### src/rtl/tx_stream_sequencer.sv
// Packetised incrementing-pattern source feeding the MAC TX AXI-stream input.
// Optional build macro TX_STREAM_SEQ_STATS_EN adds saturating pkt_count/word_count outputs.
module tx_stream_sequencer #(
    parameter int DATA_W  = 32,
    parameter int LEN_W   = 16,
    parameter int CNT_W   = 16,
    parameter int PAUSE_W = 32
) (
    input  logic               clk,
    input  logic               glbl_rst,
    input  logic               start,
    input  logic               stop,
    input  logic [LEN_W-1:0]   pkt_words,
    input  logic [CNT_W-1:0]   pkts_per_burst,
    input  logic [PAUSE_W-1:0] pause_cycles,
    output logic               tx_valid,
    input  logic               tx_ready,
    output logic [DATA_W-1:0]  tx_data,
    output logic               tx_last,
    output logic               busy,
    output logic               burst_done
`ifdef TX_STREAM_SEQ_STATS_EN
    ,
    output logic [31:0]        pkt_count,
    output logic [31:0]        word_count
`endif
);

    typedef enum logic [1:0] {IDLE = 2'd0, SEND = 2'd1, PAUSE = 2'd2} state_t;

    state_t             state_reg, state_next;
    logic [LEN_W-1:0]   word_idx_reg, word_idx_next;
    logic [CNT_W-1:0]   pkt_idx_reg, pkt_idx_next;
    logic [PAUSE_W-1:0] pause_cnt_reg, pause_cnt_next;
    logic [LEN_W-1:0]   pkt_words_l_reg, pkt_words_l_next;
    logic [CNT_W-1:0]   pkts_l_reg, pkts_l_next;
    logic [PAUSE_W-1:0] pause_l_reg, pause_l_next;
    logic [DATA_W-1:0]  data_reg, data_next;
    logic               stop_pend_reg, stop_pend_next;
    logic               valid_reg, valid_next;
    logic               last_reg, last_next;
    logic               busy_reg, busy_next;
    logic               burst_done_reg, burst_done_next;

    logic cfg_ok, launch, hs, last_hs, pkt_final, burst_end, enter_send;

    assign cfg_ok     = (pkt_words != '0) && (pkts_per_burst != '0);
    assign launch     = start && !stop && cfg_ok;
    assign hs         = valid_reg && tx_ready;
    assign last_hs    = hs && last_reg;
    assign pkt_final  = (pkt_idx_reg == pkts_l_reg - CNT_W'(1));
    assign burst_end  = last_hs && !stop_pend_reg && pkt_final;
    // A SEND->SEND transition only happens when a finished burst relaunches.
    assign enter_send = (state_next == SEND) && ((state_reg != SEND) || burst_end);

    always_ff @(posedge clk) begin
        if (glbl_rst) begin
            state_reg       <= IDLE;
            word_idx_reg    <= '0;
            pkt_idx_reg     <= '0;
            pause_cnt_reg   <= '0;
            pkt_words_l_reg <= '0;
            pkts_l_reg      <= '0;
            pause_l_reg     <= '0;
            data_reg        <= '0;
            stop_pend_reg   <= 1'b0;
            valid_reg       <= 1'b0;
            last_reg        <= 1'b0;
            busy_reg        <= 1'b0;
            burst_done_reg  <= 1'b0;
        end else begin
            state_reg       <= state_next;
            word_idx_reg    <= word_idx_next;
            pkt_idx_reg     <= pkt_idx_next;
            pause_cnt_reg   <= pause_cnt_next;
            pkt_words_l_reg <= pkt_words_l_next;
            pkts_l_reg      <= pkts_l_next;
            pause_l_reg     <= pause_l_next;
            data_reg        <= data_next;
            stop_pend_reg   <= stop_pend_next;
            valid_reg       <= valid_next;
            last_reg        <= last_next;
            busy_reg        <= busy_next;
            burst_done_reg  <= burst_done_next;
        end
    end

    always_comb begin
        state_next = state_reg;
        case (state_reg)
            IDLE: begin
                if (launch) state_next = SEND;
            end
            SEND: begin
                if (last_hs) begin
                    if (stop_pend_reg)           state_next = IDLE;
                    else if (pkt_final) begin
                        if (pause_l_reg != '0)   state_next = PAUSE;
                        else if (launch)         state_next = SEND;
                        else                     state_next = IDLE;
                    end
                end
            end
            PAUSE: begin
                if (stop_pend_reg || stop)                  state_next = IDLE;
                else if (pause_cnt_reg == PAUSE_W'(1))      state_next = launch ? SEND : IDLE;
            end
            default: state_next = IDLE;
        endcase
    end

    always_comb begin
        data_next        = hs ? data_reg + DATA_W'(1) : data_reg;
        pkt_words_l_next = enter_send ? pkt_words      : pkt_words_l_reg;
        pkts_l_next      = enter_send ? pkts_per_burst : pkts_l_reg;
        pause_l_next     = enter_send ? pause_cycles   : pause_l_reg;

        word_idx_next = word_idx_reg;
        if (last_hs)  word_idx_next = '0;
        else if (hs)  word_idx_next = word_idx_reg + LEN_W'(1);

        pkt_idx_next = pkt_idx_reg;
        if (state_next != SEND || enter_send) pkt_idx_next = '0;
        else if (last_hs)                     pkt_idx_next = pkt_idx_reg + CNT_W'(1);

        // Counter runs pause_l..1, giving exactly pause_l idle cycles.
        pause_cnt_next = '0;
        if (state_next == PAUSE)
            pause_cnt_next = (state_reg == PAUSE) ? pause_cnt_reg - PAUSE_W'(1) : pause_l_reg;

        stop_pend_next  = (state_reg == IDLE) ? 1'b0 : (stop_pend_reg || stop);
        valid_next      = (state_next == SEND);
        busy_next       = (state_next != IDLE);
        burst_done_next = burst_end;
        last_next       = (state_next == SEND) &&
                          (word_idx_next == pkt_words_l_next - LEN_W'(1));
    end

    always_comb begin
        tx_valid   = valid_reg;
        tx_data    = data_reg;
        tx_last    = last_reg;
        busy       = busy_reg;
        burst_done = burst_done_reg;
    end

`ifdef TX_STREAM_SEQ_STATS_EN
    logic [31:0] pkt_count_reg, word_count_reg;

    always_ff @(posedge clk) begin
        if (glbl_rst) begin
            pkt_count_reg  <= '0;
            word_count_reg <= '0;
        end else begin
            if (hs && word_count_reg != '1)     word_count_reg <= word_count_reg + 32'd1;
            if (last_hs && pkt_count_reg != '1) pkt_count_reg  <= pkt_count_reg + 32'd1;
        end
    end

    assign pkt_count  = pkt_count_reg;
    assign word_count = word_count_reg;
`endif

endmodule

### config.mk
export PLATFORM = sky130hd
export DESIGN_NAME = tx_stream_sequencer
export DESIGN_NICKNAME = d
export VERILOG_FILES = /design/src/rtl/tx_stream_sequencer.sv
export SDC_FILE = /design/constraint.sdc
export NUM_CORES = 1
export LEC_CHECK = 0
export CORE_MARGIN = 5
export CORE_UTILIZATION = 58
export CTS_BUF_LIST = sky130_fd_sc_hd__clkbuf_4
export DETAILED_ROUTE_END_ITERATION = 10
export PLACE_DENSITY = 0.83
export SETUP_SLACK_MARGIN = 0.15
export SLEW_MARGIN = 20
export SYNTH_ARGS = -nofsm -noshare
export SYNTH_HDL_FRONTEND = slang
export SYNTH_SLANG_ARGS = --single-unit
### constraint.sdc
create_clock -name clk -period 5.2 [get_ports clk]
set_input_delay 0.78 -clock clk [delete_from_list [all_inputs] [get_ports clk]]
set_output_delay 0.78 -clock clk [all_outputs]
set_load 0.01 [all_outputs]
After elaboration in Yosys (flattened, before gate mapping)
Cells that the tools add are included.
{"block": "word_totals", "reg_bits": 167, "elab_cells": 64}
{"block": "op_classes", "addsub": 6, "eq_ne": 9, "n_mux": 13, "bitwise_logic": 1, "reduce_logical": 22}
{"op": "2-to-1 mux 16 bit", "n": 3}
{"op": "adder 16 x 1 -> 16 bit, second input constant", "n": 2}
{"op": "adder 32 x 1 -> 32 bit, second input constant", "n": 1}
{"op": "equality test 16 bit", "n": 2}
{"op": "equality test 32 x 1 -> 1 bit, second input constant", "n": 1}
{"op": "2-to-1 mux 32 bit", "n": 1}
{"op": "nonzero test 16 bit", "n": 2}
{"op": "nonzero test 32 bit", "n": 1}
{"op": "subtractor 16 x 1 -> 16 bit, second input constant", "n": 2}
{"op": "subtractor 32 x 1 -> 32 bit, second input constant", "n": 1}
{"op": "2-to-1 mux 2 bit", "n": 7}
{"op": "logical AND 1 bit", "n": 9}
{"op": "case mux 2 bit (3 select lines)", "n": 1}
{"op": "OR reduction 2 bit", "n": 3}
{"op": "equality test 2 x 1 -> 1 bit, second input constant", "n": 2}
{"op": "equality test 2 bit, second input constant", "n": 2}
{"op": "!= test 2 x 1 -> 1 bit, second input constant", "n": 2}
{"op": "logical OR 1 bit", "n": 3}
{"op": "logical NOT 1 bit", "n": 2}
{"op": "logical NOT 2 bit", "n": 1}
{"op": "nonzero test 2 bit", "n": 1}
{"op": "2-to-1 mux 1 bit", "n": 1}
{"op": "NOT 1 bit", "n": 1}

Depth between registers and ports, before layout
Gate-level depths: netlist of the first run.
{"block": "depth", "ltp_word": 15, "ltp_mapped": 22, "depth_no_buf": 18}

Worst setup path after synthesis of the first run
Ideal clock, no wire load.
{"block": "synth_path", "path_kind": "input-to-reg", "start": "in pkt_words[6]", "end": "reg last_reg, in the netlist tx_last", "setup_time_ns": 0.061, "arrival_ns": 4.654, "setup_slack_ns": 0.485, "path_stages": 20, "n_path_buf": 4, "path_cell_list": "nor4_1 > nand4_1 > or4_1 > o311ai_1 > o21ai_2 > o22ai_2 > buf_6 > buf_6 > buf_6 > buf_2 > mux2i_1 > ha_1 > inv_1 > or3_1 > xor2_1 > mux2i_1 > xnor2_1 > nand3_1 > nor4_1 > and4b_1"}
{"block": "synth_via", "elab_chain_len": 15, "word_cells_on_any_way": 18, "classes_between": "add/sub (1); eq/ne (2); mux (10); reduce/logical (5)"}
{"element": "start: declaration", "line_no": "13", "text": "input logic [LEN_W-1:0] pkt_words,"}
{"element": "nonzero test 16 bit", "line_no": "47", "text": "assign cfg_ok = (pkt_words != '0) && (pkts_per_burst != '0);"}
{"element": "logical AND 1 bit", "line_no": "47"}
{"element": "logical AND 1 bit", "line_no": "48", "text": "assign launch = start && !stop && cfg_ok;"}
{"element": "2-to-1 mux 1 bit", "line_no": "99, 106"}
{"element": "2-to-1 mux 2 bit", "line_no": "98", "text": "if (pause_l_reg != '0) state_next = PAUSE;"}
{"element": "2-to-1 mux 2 bit", "line_no": "97", "text": "else if (pkt_final) begin"}
{"element": "2-to-1 mux 2 bit", "line_no": "96", "text": "if (stop_pend_reg) state_next = IDLE;"}
{"element": "2-to-1 mux 2 bit", "line_no": "95", "text": "if (last_hs) begin"}
{"element": "case mux 2 bit (3 select lines)", "line_no": "90", "text": "case (state_reg)"}
{"element": "equality test 2 x 1 -> 1 bit", "line_no": "54, 135"}
{"element": "logical AND 1 bit", "line_no": "54", "text": "assign enter_send = (state_next == SEND) && ((state_reg != SEND) || burst_end);"}
{"element": "2-to-1 mux 16 bit", "line_no": "114", "text": "pkt_words_l_next = enter_send ? pkt_words : pkt_words_l_reg;"}
{"element": "subtractor 16 x 1 -> 16 bit", "line_no": "136", "text": "(word_idx_next == pkt_words_l_next - LEN_W'(1));"}
{"element": "equality test 16 bit", "line_no": "136"}
{"element": "logical AND 1 bit *", "line_no": "135", "text": "last_next = (state_next == SEND) &&"}
{"element": "end signal: assignment", "line_no": "82", "text": "last_reg <= last_next;"}
{"element": "end: declaration", "line_no": "41", "text": "logic last_reg, last_next;"}
Every way passes the cells marked *; elsewhere a longest branch is shown, timed or not.
A chain may end at the register's enable or synchronous reset.

Worst setup path in the final report of the first run
{"block": "layout_path", "start": "reg pkts_l_reg[0]", "end": "reg last_reg, in the netlist tx_last"}
{"block": "layout_via", "elab_chain_len": 12, "word_cells_on_any_way": 14, "classes_between": "add/sub (2); eq/ne (3); mux (5); reduce/logical (4)"}
{"element": "start: declaration", "line_no": "36", "text": "logic [CNT_W-1:0] pkts_l_reg, pkts_l_next;"}
{"element": "start signal: assignment", "line_no": "77", "text": "pkts_l_reg <= pkts_l_next;"}
{"element": "subtractor 16 x 1 -> 16 bit *", "line_no": "51", "text": "assign pkt_final = (pkt_idx_reg == pkts_l_reg - CNT_W'(1));"}
{"element": "equality test 16 bit *", "line_no": "51"}
{"element": "2-to-1 mux 2 bit", "line_no": "97"}
{"element": "2-to-1 mux 2 bit", "line_no": "96"}
{"element": "2-to-1 mux 2 bit", "line_no": "95"}
{"element": "case mux 2 bit (3 select lines)", "line_no": "90"}
{"element": "equality test 2 x 1 -> 1 bit", "line_no": "54, 135"}
{"element": "logical AND 1 bit", "line_no": "54"}
{"element": "2-to-1 mux 16 bit", "line_no": "114"}
{"element": "subtractor 16 x 1 -> 16 bit", "line_no": "136"}
{"element": "equality test 16 bit", "line_no": "136"}
{"element": "logical AND 1 bit *", "line_no": "135"}
Marked as above.

==> impl_metrics.csv, run 1 <==
group,metric,value,unit
synth,yosysSeqAreaShare,0.388,
drt,drc,0,
synth,syn_area_per_cell,8.62,um2
power_and_ir_drop,p_leak,3.98,nW
worst_hold_path,hp-start,"tx_data[1]",
timing,skew,0.0278,ns
clocking,worstSkewPairLatency,0.60,ns
cells_and_area,fill_cells,1158,
cells_and_area,fin_nets,1156,
clocking,clk_pin_slew,0.14,ns
cells_and_area,final_core_util,0.694,
setup_path,crit_path_max_fanout,6,
timing,hold_viol,0,
clocking,cts_num_sinks,167,
synth,synth_edf_count,0,
global_route,grt_start_max_net_pins,86,
drt,num_vias,7233,
setup_path,required,5.74,ns
drt,wl,19500,um
worst_hold_path,hold_depth,2,
power_and_ir_drop,ir_drop,0.361,mV
synth,syn_nets,1075,
global_route,grt_antenna_before_repair,1,
outcome,status,"completed",
clocking,cts_made_buffers,17,
die,io_pins,105,
synth,synthArstFlopShare,0,
global_route,grt_pass1_vias,6834,
power_and_ir_drop,p_per_area,379,nW/um2
global_route,grt_overflow,0,
timing,min_period,4.51,ns
placement,place.gp.congestion,0.887,
drt,postRouteAntennaNets,0,
timing,fmax,222,MHz
die,initial_core_util,0.592,
clocking,htree_levels,4,
synth,mappedNetlistArea,8610,um2
drt,viasPerCell,5.66,
synth,synth_cell_types,69,
placement,detailed_place.area,9730,um2
cells_and_area,finalInstanceArea,10100,um2
drt,first_iter_violations,464,
die,die-area,17400,um2
setup_path,ff2ff_path_depth,18,
clocking,postCtsHoldBufs,0,
clocking,cts_tree,"yes",
die,core_area,14500,um2
placement,io_buffers,104,
synth,synth_top_area_share,0.388,
global_route,gr-usage-all-layers,0.227,
die,die_w,132,um
synth,netlist_top_cells_count,"nor2_1 (205), dfxtp_1 (167), xnor2_1 (74)",
global_route,grt_pass1_wl,33000,um
timing,relSlewSlack,0.373,
die,row_count,44,
synth,synthCells,999,
timing,setup_violations,0,
setup_path,rr_endpoint,"tx_last",
synth,yosys_warnings,0,
timing,setup_tns,0,ns
synth,ys_ff_latch,167,
setup_path,cp-end-kind,"flop",
timing,drv_slew,0,
worst_hold_path,hold_path.class,"reg2reg",
placement,place.detailed.hpwl,13900,um
clocking,clk_path_buf_depth,2,
clocking,cts_setup_buffers,0,
setup_path,crit_type,"reg2reg",
synth,synthFlopType,"dfxtp_1",
cells_and_area,instances_no_fill,1278,
drt,wl_per_cell,15.2,um
timing,worst_slew_pin_slew,0.928,ns
synth,yosysMostFrequentCell,"nor2_1",
setup_path,start_kind,"flop",
synth,synthTopCellsByArea,"dfxtp_1 (39%), nor2_1 (8.9%), mux2i_1 (8.5%)",
clocking,cts_root_buffer,"clkbuf_4",
clocking,post_cts_resized,0,
flow_run,cap_violations,0,
setup_path,cp_data_arrival_time,5.05,ns
worst_hold_path,whs_endpoint,"tx_data[1]",
placement,dpl.cell_count,1245,
cells_and_area,synthToLayoutAreaGrowth,17.1,%
cells_and_area,drive_gt1_frac,0.0558,
drt,dr.pass1.iters,7,
timing,fin_crit_sh,0.866,
die,fp.dieH,132,um
synth,synth_top_area_cell,"dfxtp_1",
timing,grt_setup_unrepaired,"no",
setup_path,r2r_slack,0.69,ns
setup_path,reg2reg_from,"pkts_l_reg[0]",
==> area by class of cell <==
type	instances	area (um2)	share of cell area
Antenna cell	1	2.50	0.000248
Clock buffer	18	135	0.0134
Clock inverter	14	213	0.0211
Inverter	15	56.3	0.00558
Multi-Input combinational cell	767	4990	0.495
Sequential cell	167	3340	0.332
Tap cell	184	230	0.0228
Timing Repair Buffer	112	1110	0.110
==> cell usage in the layout, fill, tap and decap left out, types with 12 or more instances in the layout <==
| master | count |
|---|---|
| a211oi_1 | 30 |
| and3_1 | 12 |
| clkbuf_4 | 18 |
| clkdlybuf4s50_1 | 103 |
| dfxtp_1 | 167 |
| inv_1 | 15 |
| mux2i_1 | 73 |
| nand2_1 | 64 |
| nand3_1 | 33 |
| nand4_1 | 20 |
| nor2_1 | 205 |
| nor3_1 | 33 |
| nor4_1 | 29 |
| or3_1 | 12 |
| xnor2_1 | 74 |
| xor2_1 | 62 |
==> worst max-delay path, stage by stage, from the launching register on <==
cell and delay (ns):
dfxtp_1 0.39, inv_1 0.08, ha_1 0.25, nor4b_2 0.44
nand2_1 0.12, or4_1 0.41, o21ai_1 0.27, a31oi_1 0.20
o22ai_4 0.34, mux2i_2 0.33, ha_1 0.25, inv_1 0.12
or3_1 0.34, xor2_1 0.15, mux2i_1 0.16, xnor2_1 0.14
nand3_1 0.09, nor4_1 0.16, and4b_1 0.21
==> metrics by stage <==
step | worst slack, ns | hold slack, ns | total power [mW]
finish | 0.695 | 0.503 | 3.83
detailed placement | 0.293 | 0.480 | 2.95
floorplan | 0.485 | 0.458 | 2.67
global placement | 0.412 | 0.476 | 2.92
global route | 0.290 | 0.534 | 4.06
CTS | 0.689 | 0.506 | 3.84
==> where the power goes <==
part / internal, mW / switching (mW) / leakage (nW)
sequential: 1.41 / 0.157 / 1.36
clock: 0.403 / 0.491 / 0.185
combinational: 0.656 / 0.707 / 2.44
total: 2.47 / 1.36 / 3.98
==> logic make-up (layout without fill, tap and decap cells) <==
logic type	Yosys count	in the layout	synth area share
AO/OA/AOI/OAI	82	82	0.0725
buffers and inverters	65	159	0.0339
adder cells (fa/ha/maj)	7	7	0.0102
AND/OR/NAND/NOR	463	463	0.261
multiplexers	79	79	0.0960
flip-flops	167	167	0.388
XOR/XNOR	136	136	0.138
other	0	1	0
==> per-layer routing <==
layer	GRT usage	wire length, um	part of all wire
met5	0	0	0
met4	0.0766	408	0.021
met1	0.296	8830	0.45
met2	0.358	9120	0.47
met3	0.0702	1110	0.057
==> worst max-delay path by stage <==
stage / startpoint / end / slack, ns / cells past startpoint
CTS: pkts_l_reg[0] / tx_last / 0.69 / 18
detailed placement: pkt_words[6] / tx_last / 0.29 / 18
floorplan: pkt_words[6] / tx_last / 0.49 / 20
global route: pkts_l_reg[0] / tx_last / 0.29 / 18
finish: pkts_l_reg[0] / tx_last / 0.69 / 18
global placement: pkt_words[6] / tx_last / 0.41 / 18
(Power assumes the default switching activity.)
==> run 2: changes to the inputs <==
- ABC_CLOCK_PERIOD_IN_PS: unset -> 5200
==> results of run 2 <==
The final DEF is identical to that of run 1; final timing and power are the same.
==> run 3: changes to the inputs <==
- CORE_MARGIN: 5 -> unset
==> run 3 against run 2 <==
Against the previous run:
- routed wire length fell by 3.4%
- highest routed layer unchanged
- clock power decreased by 14%
- first-iteration DRC count down 6.0%
- cell count shrank 0.16%
- sequential power is essentially flat
- register-to-register slack worse by 0.02 ns
- largest cell class unchanged
- cell area fell by 0.61%
- worst hold slack worse by 0.011 ns
- via count down 1.3%
- worst setup slack got worse by 0.016 ns
==> impl_metrics.csv, run 3 (synthesized netlist as in run 1, its figures left out) <==
group,metric,value,unit
timing,fmax,221,MHz
timing,skew,0.0234,ns
timing,min_period,4.52,ns
timing,worst_slew_pin_slew,1.11,ns
clocking,cts_made_buffers,17,
setup_path,r2r_slack,0.68,ns
die,io_pins,105,
setup_path,reg2reg_from,"pkts_l_reg[0]",
placement,place.detailed.hpwl,13300,um
timing,hold_viol,0,
flow_run,cap_violations,0,
worst_hold_path,hp-start,"pause_cnt_reg[7]",
timing,fin_crit_sh,0.869,
clocking,cts_tree,"yes",
drt,num_vias,7139,
drt,drc,0,
drt,wl_per_cell,14.7,um
timing,drv_slew,0,
cells_and_area,final_cell_mix,"nor2_1 (205), dfxtp_1 (167), clkdlybuf4s50_1 (103)",
setup_path,worst-path-stages,18,
setup_path,cp-end-kind,"flop",
global_route,gr-usage-all-layers,0.255,
worst_hold_path,hold_depth,2,
drt,viasPerCell,5.59,
power_and_ir_drop,p_leak,3.95,nW
timing,setup_tns,0,ns
setup_path,critical_path.top_delay_family,"simple AND/OR/NAND/NOR gates",
drt,wl,18800,um
drt,postRouteAntennaNets,0,
clocking,clk_path_buf_depth,2,
clocking,htree_levels,4,
die,die-area,15300,um2
setup_path,cp_data_arrival_time,5.03,ns
global_route,grt_overflow,0,
placement,dpl.cell_count,1244,
global_route,grt_antenna_before_repair,1,
setup_path,path_buf_inv,2,
setup_path,crit_path_max_fanout,6,
clocking,cts_num_sinks,167,
drt,dr.pass1.iters,6,
cells_and_area,layout_commonest_cell,"nor2_1",
timing,grt_setup_unrepaired,"no",
placement,io_buffers,104,
setup_path,critical_path.cell_chain,"inv_1, ha_1, nor4b_4, nand2_1, or4_1, o21ai_1, a31oi_1, o22ai_4, mux2i_2, ha_1, inv_1, or3_1, xor2_1, mux2i_1, xnor2_1, nand3_1, nor4_1, and4b_1",
cells_and_area,fin_nets,1155,
timing,relSlewSlack,0.261,
die,fp.dieH,124,um
setup_path,rr_endpoint,"tx_last",
setup_path,critPathSlowestCell,"or4_1",
clocking,worstSkewPairLatency,0.57,ns
global_route,grt_start_max_net_pins,95,
die,row_count,44,
worst_hold_path,hold_path.class,"reg2reg",
setup_path,max_stage_delay,0.42,ns
cells_and_area,synthToLayoutAreaGrowth,16.4,%
global_route,grt_pass1_wl,30600,um
die,initial_core_util,0.592,
timing,setup_violations,0,
setup_path,ff2ff_path_depth,18,
power_and_ir_drop,p_per_area,369,nW/um2
placement,place.gp.congestion,0.892,
setup_path,required,5.71,ns
clocking,cts_root_buffer,"clkbuf_4",
outcome,status,"completed",
die,core_area,14500,um2
clocking,postCtsHoldBufs,0,
die,die_w,124,um
global_route,grt_pass1_vias,6460,
clocking,clk_pin_slew,0.14,ns
cells_and_area,instances_no_fill,1276,
worst_hold_path,whs_endpoint,"pause_cnt_reg[7]",
setup_path,start_kind,"flop",
setup_path,crit_type,"reg2reg",
cells_and_area,drive_gt1_frac,0.0522,
drt,first_iter_violations,436,
power_and_ir_drop,ir_drop,0.305,mV
[run 3: cell type report]
type	instances	area, um2
timing repair buffer	111	1100
tap	184	230
clock buffer	19	143
inverter	15	56.3
antenna	1	2.50
sequential	167	3340
multi-input combinational	767	5000
clock inverter	12	144
fill	1191	4510
[run 3: how the worst max path moves through the flow]
stage | endpoint | slack (ns) | start
floorplan | tx_last | 0.49 | pkt_words[6]
finish | tx_last | 0.68 | pkts_l_reg[0]
detailed placement | tx_last | 0.21 | pkt_words[6]
global placement | tx_last | 0.28 | pkt_words[6]
global route | tx_last | 0.21 | pkts_l_reg[0]
CTS | tx_last | 0.62 | pkts_l_reg[0]
[run 3: timing repair]
| item | CTS | global route |
|---|---|---|
| setup buffers | 0 | 0 |
| gates resized for setup | 0 | 1 |
| endpoints found under the setup margin | 0 | 1 |
[run 3: power breakdown]
| part | leakage, nW | switching (mW) | internal, mW |
|---|---|---|---|
| clock | 0.154 | 0.464 | 0.302 |
| combinational | 2.44 | 0.700 | 0.658 |
| sequential | 1.36 | 0.160 | 1.41 |
| total | 3.95 | 1.32 | 2.37 |
[run 3: tightest hold or removal path, cell delays in order (launching register included)]
cell and delay, ns:
dfxtp_1 0.34, nand2_1 0.05, a311oi_1 0.07
[run 3: metal layers]
metal	up-vias	global-route usage	wire length [um]
met1	3290	0.336	8870
met2	175	0.402	8590
li1	3644	-	-
met5	-	0	0
met4	0	0.0986	404
met3	30	0.0604	945
[run 3: stage by stage]
stage | power [mW] | util | instance area, um2 | hold slack (ns) | worst slack (ns)
global placement | 2.91 | 0.669 | 9720 | 0.475 | 0.283
detailed placement | 2.94 | 0.669 | 9720 | 0.472 | 0.214
floorplan | 2.67 | - | 8610 | 0.458 | 0.485
global route | 3.95 | 0.690 | 10000 | 0.515 | 0.209
CTS | 3.71 | 0.689 | 10000 | 0.494 | 0.621
finish | 3.70 | 0.690 | 10000 | 0.492 | 0.679
